### src/rtl/ahb_lite_master.sv
// Single-outstanding AHB-Lite master: turns one client request into one SINGLE
// transfer (address phase, data phase) and returns a one-cycle response strobe.
module ahb_lite_master #(
    parameter logic [3:0] HPROT_VAL = 4'b0011
) (
    input  logic        HCLK,
    input  logic        HRESETn,
    input  logic        req_valid,
    output logic        req_ready,
    input  logic        req_write,
    input  logic [31:0] req_addr,
    input  logic [2:0]  req_size,
    input  logic [31:0] req_wdata,
    output logic        rsp_valid,
    output logic [31:0] rsp_rdata,
    output logic        rsp_err,
    output logic [31:0] HADDR,
    output logic [1:0]  HTRANS,
    output logic        HWRITE,
    output logic [2:0]  HSIZE,
    output logic [2:0]  HBURST,
    output logic [3:0]  HPROT,
    output logic        HMASTLOCK,
    output logic [31:0] HWDATA,
    input  logic        HREADY,
    input  logic [31:0] HRDATA,
    input  logic        HRESP
);
    localparam logic [1:0] TR_IDLE   = 2'b00;
    localparam logic [1:0] TR_NONSEQ = 2'b10;

    typedef enum logic [1:0] {S_IDLE, S_ADDR, S_DATA, S_RESP} state_t;
    state_t state;

    logic        misaligned;
    logic [31:0] wlanes;
    logic [31:0] rd_shift;
    logic [31:0] rd_ext;

    assign HBURST    = 3'b000;
    assign HPROT     = HPROT_VAL;
    assign HMASTLOCK = 1'b0;

    always_comb begin
        misaligned = 1'b0;
        wlanes     = req_wdata;
        case (req_size)
            3'd0: wlanes = {4{req_wdata[7:0]}};
            3'd1: begin
                wlanes     = {2{req_wdata[15:0]}};
                misaligned = req_addr[0];
            end
            3'd2: misaligned = (req_addr[1:0] != 2'b00);
            default: misaligned = 1'b1;
        endcase
    end

    // HADDR/HSIZE still hold the latched request during the data phase.
    always_comb begin
        rd_shift = HRDATA >> {HADDR[1:0], 3'b000};
        case (HSIZE)
            3'd0:    rd_ext = {24'h0, rd_shift[7:0]};
            3'd1:    rd_ext = {16'h0, rd_shift[15:0]};
            default: rd_ext = rd_shift;
        endcase
    end

    always_ff @(posedge HCLK or negedge HRESETn) begin
        if (!HRESETn) begin
            state     <= S_IDLE;
            req_ready <= 1'b0;
            HTRANS    <= TR_IDLE;
            HADDR     <= 32'h0;
            HWRITE    <= 1'b0;
            HSIZE     <= 3'd0;
            HWDATA    <= 32'h0;
            rsp_valid <= 1'b0;
            rsp_err   <= 1'b0;
            rsp_rdata <= 32'h0;
        end else begin
            case (state)
                S_IDLE: begin
                    req_ready <= 1'b1;
                    if (req_valid && req_ready) begin
                        req_ready <= 1'b0;
                        if (misaligned) begin
                            // rejected without touching the bus
                            state     <= S_RESP;
                            rsp_valid <= 1'b1;
                            rsp_err   <= 1'b1;
                            rsp_rdata <= 32'h0;
                        end else begin
                            state  <= S_ADDR;
                            HTRANS <= TR_NONSEQ;
                            HADDR  <= req_addr;
                            HWRITE <= req_write;
                            HSIZE  <= req_size;
                            HWDATA <= wlanes;
                        end
                    end
                end
                S_ADDR: begin
                    if (HREADY) begin
                        state  <= S_DATA;
                        HTRANS <= TR_IDLE;
                    end
                end
                S_DATA: begin
                    if (HREADY) begin
                        state     <= S_RESP;
                        rsp_valid <= 1'b1;
                        rsp_err   <= HRESP;
                        rsp_rdata <= (HRESP || HWRITE) ? 32'h0 : rd_ext;
                    end
                end
                S_RESP: begin
                    state     <= S_IDLE;
                    rsp_valid <= 1'b0;
                    req_ready <= 1'b1;
                end
                default: state <= S_IDLE;
            endcase
        end
    end
endmodule

### config.mk
export PLATFORM = sky130hd
export DESIGN_NAME = ahb_lite_master
export DESIGN_NICKNAME = d
export VERILOG_FILES = /design/src/rtl/ahb_lite_master.sv
export SDC_FILE = /design/constraint.sdc
export NUM_CORES = 1
export LEC_CHECK = 0
export BUFFER_PORTS_ARGS = -buffer_cell sky130_fd_sc_hd__buf_2
export CAP_MARGIN = 20
export CORE_MARGIN = 2
export CORE_UTILIZATION = 30
export DETAILED_ROUTE_END_ITERATION = 16
export PLACE_DENSITY = 0.65
export SLEW_MARGIN = 10
export SYNTH_ARGS = -nofsm -noshare
export SYNTH_HDL_FRONTEND = slang
export SYNTH_SLANG_ARGS = --single-unit
export TNS_END_PERCENT = 10
### constraint.sdc
create_clock -name HCLK -period 2.9 [get_ports HCLK]
set_input_delay 0.58 -clock HCLK [delete_from_list [all_inputs] [get_ports HCLK]]
set_output_delay 0.58 -clock HCLK [all_outputs]
set_load 0.1 [all_outputs]
==> results.toml <==
[run_status]
status = "completed"

[floorplan]
die_x_um = 135
die_height_um = 135
core_area_mm2 = 0.0167
num_rows = 47
dieArea_mm2 = 0.0183
initial_core_util = 0.309
ios = 218

[min_path]
hp-class = "in2async"

[logic_synthesis]
ys_ff_latch = 106
yosysSeqAreaShare = 0.514
synth.distinct_cells = 41
synth.area.top_cells = "dfrtp_1, mux2_2, mux2i_1, nand2_1, o31ai_2"
synth_top_area_frac = 0.514
synth_ff_type = "dfrtp_1"
synth.cell_area_mm2 = 0.00516
synth.largest_area_cell = "dfrtp_1"
synth-edff-count = 0
synth.most_common_cell = "dfrtp_1"
avgSynthCellArea_um2 = 11.3
synth_cells = 457
synthArstFlopShare = 1.00
yosys_warnings = 0
synth_common_cells = "dfrtp_1, nand2_1, mux2_2, mux2i_1, o21ai_0"

[routing]
drtPass1Iterations = 4
via_per_inst = 4.66
vias = 4085
ant_nets = 0
drtIter0Drc = 141
drt-wirelength-per-cell_um = 15.3
drt-total-wl_um = 13400
route.detailed.drc = 0

[global_route]
gr-total-overflow = 0
grt_max_degree = 107
grt_pass1_wl_um = 21000
antenna_found_initial = 0
first_global_vias = 4120
grt_usage = 0.147

[clock_tree]
cts_tree = "done"
cts_buffers = 9
hold_buffers = 0
cts_root_buf = "clkbuf_16"
cts_resized = 0
cts.sinks = 106
path_clk_slew_ns = 0.07
cts_buffer_depth = 2
postCtsSetupRepairBufs = 0
insertion_delay_ns = 0.35
h-tree-depth = 3

[timing]
finalClockSkew_ns = 0.00366
setup_viol = 0
setup-tns-final_ns = 0
timing.max_slew.rel_slack = 0.604
rsz0062_at_grt = "no"
fmax_ghz = 0.417
worst_pin_slew_ns = 0.594
hold_viol = 0
slew_viol_final = 0
fin_crit_sh = 0.826
min_period_ns = 2.40

[setup_path]
startpoint_type = "flop"
critPathMaxFanout = 28
criticalPathCategory = "reg2reg"
required_ns = 3.16
crit_path_end_kind = "flop"
arrival_ns = 2.66

[cells_and_area]
drive_above_1_share = 0.456
area_growth_syn_to_layout_pct = 29.4
nets = 762
num_antenna_cells = 0

[placement]
place_hpwl_um = 10200
gp_congestion = 0.779
port_buffers = 208

[job]
maxCapViolCount = 0
metal layers:
metal / vias to the layer above / GRT usage / part of all wire
met1: 1935 / 0.181 / 0.43
met2: 159 / 0.242 / 0.47
met5: - / 0 / 0
met3: 12 / 0.0550 / 0.089
met4: 0 / 0.0405 / 0.013
li1: 1979 / - / -
flip-flops by register name (all words and copies together) (netlist names), 2 cells and up:
register	count
HSIZE	3
HADDR	32
state	2
HWDATA	32
rsp_rdata	32
worst paths after layout:
| path | start | endpoint | slack, ns | cells past startpoint |
|---|---|---|---|---|
| min in group HCLK | req_addr[26] | HADDR[26] | 0.46 | 2 |
| max | state[1] | rsp_rdata[14] | 0.50 | 7 |
| max in group asynchronous | HRESETn | HADDR[20] | 2.17 | 2 |
| min reg2reg | rsp_rdata[21] | rsp_rdata[21] | 0.48 | 2 |
| max reg2reg | state[1] | rsp_rdata[14] | 0.50 | 7 |
| min | HRESETn | HWDATA[7] | 0.29 | 2 |
cells in the final DEF (no fill, tap or decap), drive strengths merged, types with 9 or more instances in the layout:
cell,count
conb,9
nor2,13
nor2b,9
clkbuf,10
nand2,70
dfrtp,106
mux2i,43
a21oi,14
o31ai,16
mux2,43
o21ai,43
buf,218
logic make-up after synthesis:
| group | Yosys count | share of synthesized area |
|---|---|---|
| and+or+nand+nor | 107 | 0.0943 |
| DFF | 106 | 0.514 |
| AOI/OAI and AO/OA | 104 | 0.147 |
| muxes | 86 | 0.177 |
| buffers and inverters | 47 | 0.0536 |
| adders and majority gates | 5 | 0.0121 |
| other | 2 | 0.00146 |
metrics by stage:
stage / utilization / area, um^2 / setup slack, ns / std cells / hold slack, ns
floorplan: - / 5190 / 0.582 / 464 / 0.284
finish: 0.400 / 6680 / 0.504 / 876 / 0.293
detailed placement: 0.381 / 6370 / 0.493 / 861 / 0.468
global placement: 0.381 / 6370 / 0.550 / 861 / 0.457
CTS: 0.400 / 6680 / 0.492 / 876 / 0.320
global route: 0.400 / 6680 / 0.269 / 876 / 0.328
critical path, cell delays in order (launching register included):
cell	delay, ns
dfrtp_1	0.41
inv_1	0.13
ha_1	0.37
nor3b_1	0.30
a221o_2	0.59
buf_4	0.34
nand2_1	0.10
o31ai_2	0.06
final cells by class:
| type | instances | area (um^2) |
|---|---|---|
| sequential | 106 | 2650 |
| clock inverter | 5 | 78.8 |
| inverter | 6 | 22.5 |
| fill | 1666 | 10000 |
| timing repair buffer | 218 | 1160 |
| tap | 220 | 275 |
| multi-input combinational | 311 | 2260 |
| clock buffer | 10 | 229 |
Power is not shown: default switching activity piles up to over one toggle a cycle in this logic, so the estimate is an artifact.
